### src/rtl/conv_scan_ctrl.sv
// Frame scanner for the 3x3 conv engine: streams each 3x3 window from the pixel RAM into conv,
// waits out the engine latency and writes the captured result to the result RAM in raster order.
module conv_scan_ctrl #(
  parameter int IMG_W    = 8,
  parameter int IMG_H    = 8,
  parameter int CONV_LAT = 1,
  parameter int AW       = 16
) (
  input  logic          clk,
  input  logic          rst,
  input  logic          start,
  output logic          busy,
  output logic          done,
  output logic          pix_re,
  output logic [AW-1:0] pix_addr,
  input  logic [7:0]    pix_rdata,
  output logic          conv_data_in,
  output logic [1:0]    conv_row,
  output logic [1:0]    conv_col,
  output logic [7:0]    conv_data,
  input  logic [7:0]    conv_out,
  output logic          res_we,
  output logic [AW-1:0] res_addr,
  output logic [7:0]    res_data
);

  localparam int LW = (CONV_LAT > 1) ? $clog2(CONV_LAT) : 1;
  localparam logic [AW-1:0] IMG_W_A   = AW'(IMG_W);
  localparam logic [AW-1:0] OUT_W_A   = AW'(IMG_W - 2);
  localparam logic [AW-1:0] LAST_WR   = AW'(IMG_H - 3);
  localparam logic [AW-1:0] LAST_WC   = AW'(IMG_W - 3);
  localparam logic [LW-1:0] WAIT_LAST = LW'(CONV_LAT - 1);

  if (IMG_W < 3 || IMG_H < 3) begin : g_dim_chk
    $error("conv_scan_ctrl: image must be at least 3x3");
  end
  if (CONV_LAT < 1) begin : g_lat_chk
    $error("conv_scan_ctrl: CONV_LAT must be at least 1");
  end
  if (64'(IMG_W) * 64'(IMG_H) > (64'd1 << AW)) begin : g_aw_chk
    $error("conv_scan_ctrl: image does not fit in AW address bits");
  end

  typedef enum logic [2:0] {
    S_IDLE,
    S_LOAD,
    S_WAIT,
    S_STORE,
    S_DONE
  } state_t;

  state_t        state_reg;
  logic [AW-1:0] wr_reg;
  logic [AW-1:0] wc_reg;
  logic [1:0]    kr_reg;
  logic [1:0]    kc_reg;
  logic [LW-1:0] wait_reg;

  logic          busy_reg;
  logic          done_reg;
  logic          pix_re_reg;
  logic [AW-1:0] pix_addr_reg;
  logic          ld_reg;
  logic [1:0]    ld_row_reg;
  logic [1:0]    ld_col_reg;
  logic          res_we_reg;
  logic [AW-1:0] res_addr_reg;

  logic [1:0]    kr_next;
  logic [1:0]    kc_next;
  logic          k_last;
  logic          win_last;
  logic [AW-1:0] wr_next;
  logic [AW-1:0] wc_next;
  logic [AW-1:0] issue_addr_next;
  logic [AW-1:0] first_addr_next;
  logic [AW-1:0] store_addr_next;

  always_comb begin
    k_last   = (kr_reg == 2'd2) && (kc_reg == 2'd2);
    win_last = (wr_reg == LAST_WR) && (wc_reg == LAST_WC);
    kr_next  = kr_reg;
    kc_next  = kc_reg + 2'd1;
    if (kc_reg == 2'd2) begin
      kr_next = kr_reg + 2'd1;
      kc_next = 2'd0;
    end
    wr_next = wr_reg;
    wc_next = wc_reg + 1'b1;
    if (wc_reg == LAST_WC) begin
      wr_next = wr_reg + 1'b1;
      wc_next = '0;
    end
    issue_addr_next = (wr_reg + AW'(kr_next)) * IMG_W_A + wc_reg + AW'(kc_next);
    first_addr_next = wr_next * IMG_W_A + wc_next;
    store_addr_next = wr_reg * OUT_W_A + wc_reg;
  end

  // Outputs are set on the edge entering the state they belong to, so they are valid for
  // exactly that state's cycle; the conv load stage trails the RAM read by one cycle.
  always_ff @(posedge clk) begin
    if (rst) begin
      state_reg    <= S_IDLE;
      wr_reg       <= '0;
      wc_reg       <= '0;
      kr_reg       <= 2'd0;
      kc_reg       <= 2'd0;
      wait_reg     <= '0;
      busy_reg     <= 1'b0;
      done_reg     <= 1'b0;
      pix_re_reg   <= 1'b0;
      pix_addr_reg <= '0;
      ld_reg       <= 1'b0;
      ld_row_reg   <= 2'd0;
      ld_col_reg   <= 2'd0;
      res_we_reg   <= 1'b0;
      res_addr_reg <= '0;
    end else begin
      pix_re_reg   <= 1'b0;
      pix_addr_reg <= '0;
      res_we_reg   <= 1'b0;
      res_addr_reg <= '0;
      done_reg     <= 1'b0;
      ld_reg       <= pix_re_reg;
      ld_row_reg   <= pix_re_reg ? kr_reg : 2'd0;
      ld_col_reg   <= pix_re_reg ? kc_reg : 2'd0;

      case (state_reg)
        S_IDLE: begin
          if (start) begin
            wr_reg       <= '0;
            wc_reg       <= '0;
            kr_reg       <= 2'd0;
            kc_reg       <= 2'd0;
            pix_re_reg   <= 1'b1;
            pix_addr_reg <= '0;
            busy_reg     <= 1'b1;
            state_reg    <= S_LOAD;
          end
        end
        S_LOAD: begin
          if (k_last) begin
            wait_reg  <= '0;
            state_reg <= S_WAIT;
          end else begin
            kr_reg       <= kr_next;
            kc_reg       <= kc_next;
            pix_re_reg   <= 1'b1;
            pix_addr_reg <= issue_addr_next;
          end
        end
        S_WAIT: begin
          if (wait_reg == WAIT_LAST) begin
            res_we_reg   <= 1'b1;
            res_addr_reg <= store_addr_next;
            state_reg    <= S_STORE;
          end else begin
            wait_reg <= wait_reg + 1'b1;
          end
        end
        S_STORE: begin
          if (win_last) begin
            busy_reg  <= 1'b0;
            done_reg  <= 1'b1;
            state_reg <= S_DONE;
          end else begin
            wr_reg       <= wr_next;
            wc_reg       <= wc_next;
            kr_reg       <= 2'd0;
            kc_reg       <= 2'd0;
            pix_re_reg   <= 1'b1;
            pix_addr_reg <= first_addr_next;
            state_reg    <= S_LOAD;
          end
        end
        S_DONE: begin
          state_reg <= S_IDLE;
        end
        default: begin
          state_reg <= S_IDLE;
        end
      endcase
    end
  end

  assign busy         = busy_reg;
  assign done         = done_reg;
  assign pix_re       = pix_re_reg;
  assign pix_addr     = pix_addr_reg;
  assign conv_data_in = ld_reg;
  assign conv_row     = ld_row_reg;
  assign conv_col     = ld_col_reg;
  // RAM and conv outputs are live only in the cycle they are consumed; zero elsewhere.
  assign conv_data    = ld_reg ? pix_rdata : 8'd0;
  assign res_we       = res_we_reg;
  assign res_addr     = res_addr_reg;
  assign res_data     = res_we_reg ? conv_out : 8'd0;

endmodule
### config.mk
export PLATFORM = sky130hd
export DESIGN_NAME = conv_scan_ctrl
export DESIGN_NICKNAME = d
export VERILOG_FILES = /design/src/rtl/conv_scan_ctrl.sv
export SDC_FILE = /design/constraint.sdc
export NUM_CORES = 1
export LEC_CHECK = 0
export ABC_AREA = 1
export ABC_CLOCK_PERIOD_IN_PS = 3700
export CAP_MARGIN = 15
export CELL_PAD_IN_SITES_DETAIL_PLACEMENT = 1
export CELL_PAD_IN_SITES_GLOBAL_PLACEMENT = 1
export CORE_AREA = 2 2 132 134
export CTS_BUF_LIST = sky130_fd_sc_hd__clkbuf_16
export DETAILED_ROUTE_END_ITERATION = 6
export DIE_AREA = 0 0 134 136
export GPL_TIMING_DRIVEN = 0
export PLACE_DENSITY = 0.78
export REMOVE_ABC_BUFFERS = 1
export SLEW_MARGIN = 40
export SYNTH_ARGS = -nofsm -noshare
export SYNTH_HDL_FRONTEND = slang
export SYNTH_SLANG_ARGS = --single-unit
### constraint.sdc
create_clock -name clk -period 3.7 [get_ports clk]
set_input_delay 0.37 -clock clk [delete_from_list [all_inputs] [get_ports clk]]
set_output_delay 0.37 -clock clk [all_outputs]
set_load 0.05 [all_outputs]
==> metrics.cfg <==
[status]
status=finished, final reports clean

[yosys]
synth_top_area_share_pct=23.66
synth_area_leaders=dfxtp_1, nand2_1, ha_1
yosys.area.top_type=dfxtp_1
seq_area_frac_synth_pct=23.66
syn_area_sq_um=6769
ys_types=40
synth_ff_type=dfxtp_1
async_reset_ff_share_pct=0
synth_edf_count=0
synthCells=1060
ys_warn_count=0
synth_seq_cells=80
synth.avg_cell_area_sq_um=6.386

[setup_path]
cp-start-kind=register
crit_slowest_cell=fa_2
reg2reg_to=pix_addr[15]
cp_common_cell=inv_1
max_stage_delay_ns=0.43
r2r-start=kc_reg[1]
cp_max_fo=5
crit_required_ns=3.96
rrSetupSlack_ns=0.21
reg2reg_depth=17
cp.arrival_ns=3.75
worst_setup_path_end_kind=register
path_cells=inv_1, nor2_4, xor2_1, ha_1, inv_1, fa_2, nor4_2, xor2_1, ha_1, inv_1, nor3_1, nand2_1, nand2_1, nor2_1, nand3b_1, nand3_1, a21oi_1
critPathKind=reg -> reg

[timing]
setup_ws_ns=0.2084
timing.final.crit_share_pct=94.37
finalCriticalPeriod_ns=3.492
fin_tns_setup_ns=0
finalMaxSlewViolations=0
relSlewSlack_pct=44.39
fmax_mhz=286.4
worstMarginPinSlew_ns=0.8317
hold_viol=0
rsz0062_at_grt=yes
fin_worst_skew_ns=0.006941
hold_ws_ns=0.4271
setup_violations=0

[clocking]
cts_hold_buf=0
cts.sinks=80
cts_htree_levels=3
clock_path_buffers=2
insertion_delay_ns=0.36
clkSlewWorstSetupHoldPaths_ns=0.07
cts_tree=yes
cts_root_buf=clkbuf_16
numCtsBuffers=9

[detailed_routing]
vias=7121
wirelength_mm=22.58
ant_nets=0
dr.pass1.iters=4
drt_iter0_drc=358
wl_per_cell_microns=16.59
viasPerCell=5.232
drc_errors=0

[place]
io_buffers=75
dpl_cell_area_sq_um=7761
hpwlAfterDp_mm=18.00
pre_cts_slack_ns=-0.08187
gp_congestion=0.9096

[final_layout]
finalNetCount=1223
drive_gt1_share_pct=6.074
antenna_cells=0
fin_area_sq_um=8143
area_growth_pct=20.30

[global_route]
grt_max_degree=30
grt_pass1_wl_mm=36.07
antenna_found_initial=0
grt_use_total_pct=25.16
grt_pass1_vias=6964
grt_overflow=0

[pwr]
power.leakage_nw=3.818
peakVddDrop_v=0.0002048
power_per_cell_area_nw_per_um2=258.0

[worst_hold_path]
holdPathStages=2
hold_end=wc_reg[13]
hold_path.class=in -> reg
hp-start=rst

[floorplanning]
die_y_microns=136
dieArea_sq_um=18220
floorplan.initialDensity_pct=40.11
die_w_microns=134
rows=48
core_area_sq_um=16880
boundaryPins=76

[job]
cap_violations=0

==> final cells by class <==
type	count	area, sq um
clock inverters	7	72.57
repair buffers	78	808.3
well taps	225	281.5
inverters	161	604.3
multi-input cells	801	4546
clock buffers	9	225.2
fillers	2246	8733
flip-flops and latches	80	1605
==> synthesized netlist by cell type, drive strengths merged (2+ instances only) <==
| library cell | n |
|---|---|
| nand3 | 68 |
| a211oi | 2 |
| o21bai | 3 |
| clkbuf | 9 |
| or2 | 14 |
| o21ai | 44 |
| a21o | 8 |
| nor2 | 110 |
| inv | 161 |
| a21oi | 113 |
| nand3b | 5 |
| ha | 68 |
| nor4 | 3 |
| a31oi | 4 |
| nand2 | 271 |
| nand4 | 17 |
| dfxtp | 80 |
| xnor2 | 7 |
| nor3 | 13 |
| buf | 9 |
| fa | 5 |
| xor2 | 39 |
==> per-layer routing <==
| metal | track usage, % | vias to the layer above | routed length, microns |
|---|---|---|---|
| met3 | 2.796 | 31 | 848 |
| met5 | 0 | - | 0 |
| met4 | 9.279 | 0 | 575 |
| li1 | - | 3549 | - |
| met1 | 33.47 | 3375 | 10700 |
| met2 | 42.08 | 166 | 10460 |
==> critical path, delay by kind of cell (launching register included) <==
family | cells | cell delay (ns)
and+or+nand+nor | 8 | 1.18
adders and majority gates | 3 | 1.05
DFF | 1 | 0.37
xor gates and xnor gates | 2 | 0.37
buffers and inverters | 3 | 0.25
AOI/OAI and AO/OA | 1 | 0.18
==> layout by cell type, fill, tap and decap left out, types with 37 or more instances in the layout <==
cell type / instances
a21oi_1: 108
clkdlybuf4s50_1: 74
dfxtp_1: 77
ha_1: 67
inv_1: 152
nand2_1: 267
nand3_1: 68
nor2_1: 104
o21ai_0: 37
xor2_1: 37
==> through the flow <==
step | power [mW] | std cells | utilization (%)
global placement | 1.160 | 1342 | 45.59
detailed placement | 1.176 | 1344 | 45.99
floorplan | 1.054 | 1042 | -
CTS | 2.114 | 1360 | 47.81
finish | 2.101 | 1361 | 48.25
global route | 2.166 | 1361 | 48.25
==> power breakdown <==
part,internal [mW],switching [mW]
Sequential,0.873,0.0127
Clock,0.524,0.421
Combinational,0.0785,0.191
Total,1.48,0.625
==> cell families (layout without fill, tap and decap cells) <==
logic type / after synthesis / in the layout / share of synthesized area [%]
AND/OR/NAND/NOR: 502 / 502 / 31.57
AO/OA/AOI/OAI: 180 / 180 / 14.25
XOR/XNOR: 46 / 46 / 5.952
adder cells (fa/ha/maj): 73 / 73 / 14.05
flip-flops: 80 / 80 / 23.66
buffers and inverters: 179 / 255 / 10.52
==> timing repair <==
action                     in CTS  in global routing
gates resized for setup         3                 21
buffers inserted                0                  1
setup endpoints to repair       5                 13
==> worst max path at each step <==
stage / from / endpoint / slack (ns) / cells after the start
after CTS: kc_reg[1] / pix_addr[14] / 0.02 / 17
final: kc_reg[1] / pix_addr[15] / 0.21 / 17
after global routing: kc_reg[1] / pix_addr[15] / -0.08 / 17
after detailed placement: kc_reg[1] / pix_addr[15] / -0.08 / 20
after floorplan: wr_reg[0] / res_addr[13] / 0.63 / 15
after global placement: kc_reg[1] / pix_addr[12] / 0.05 / 18
No activity file was read; power rests on OpenSTA's default activity.
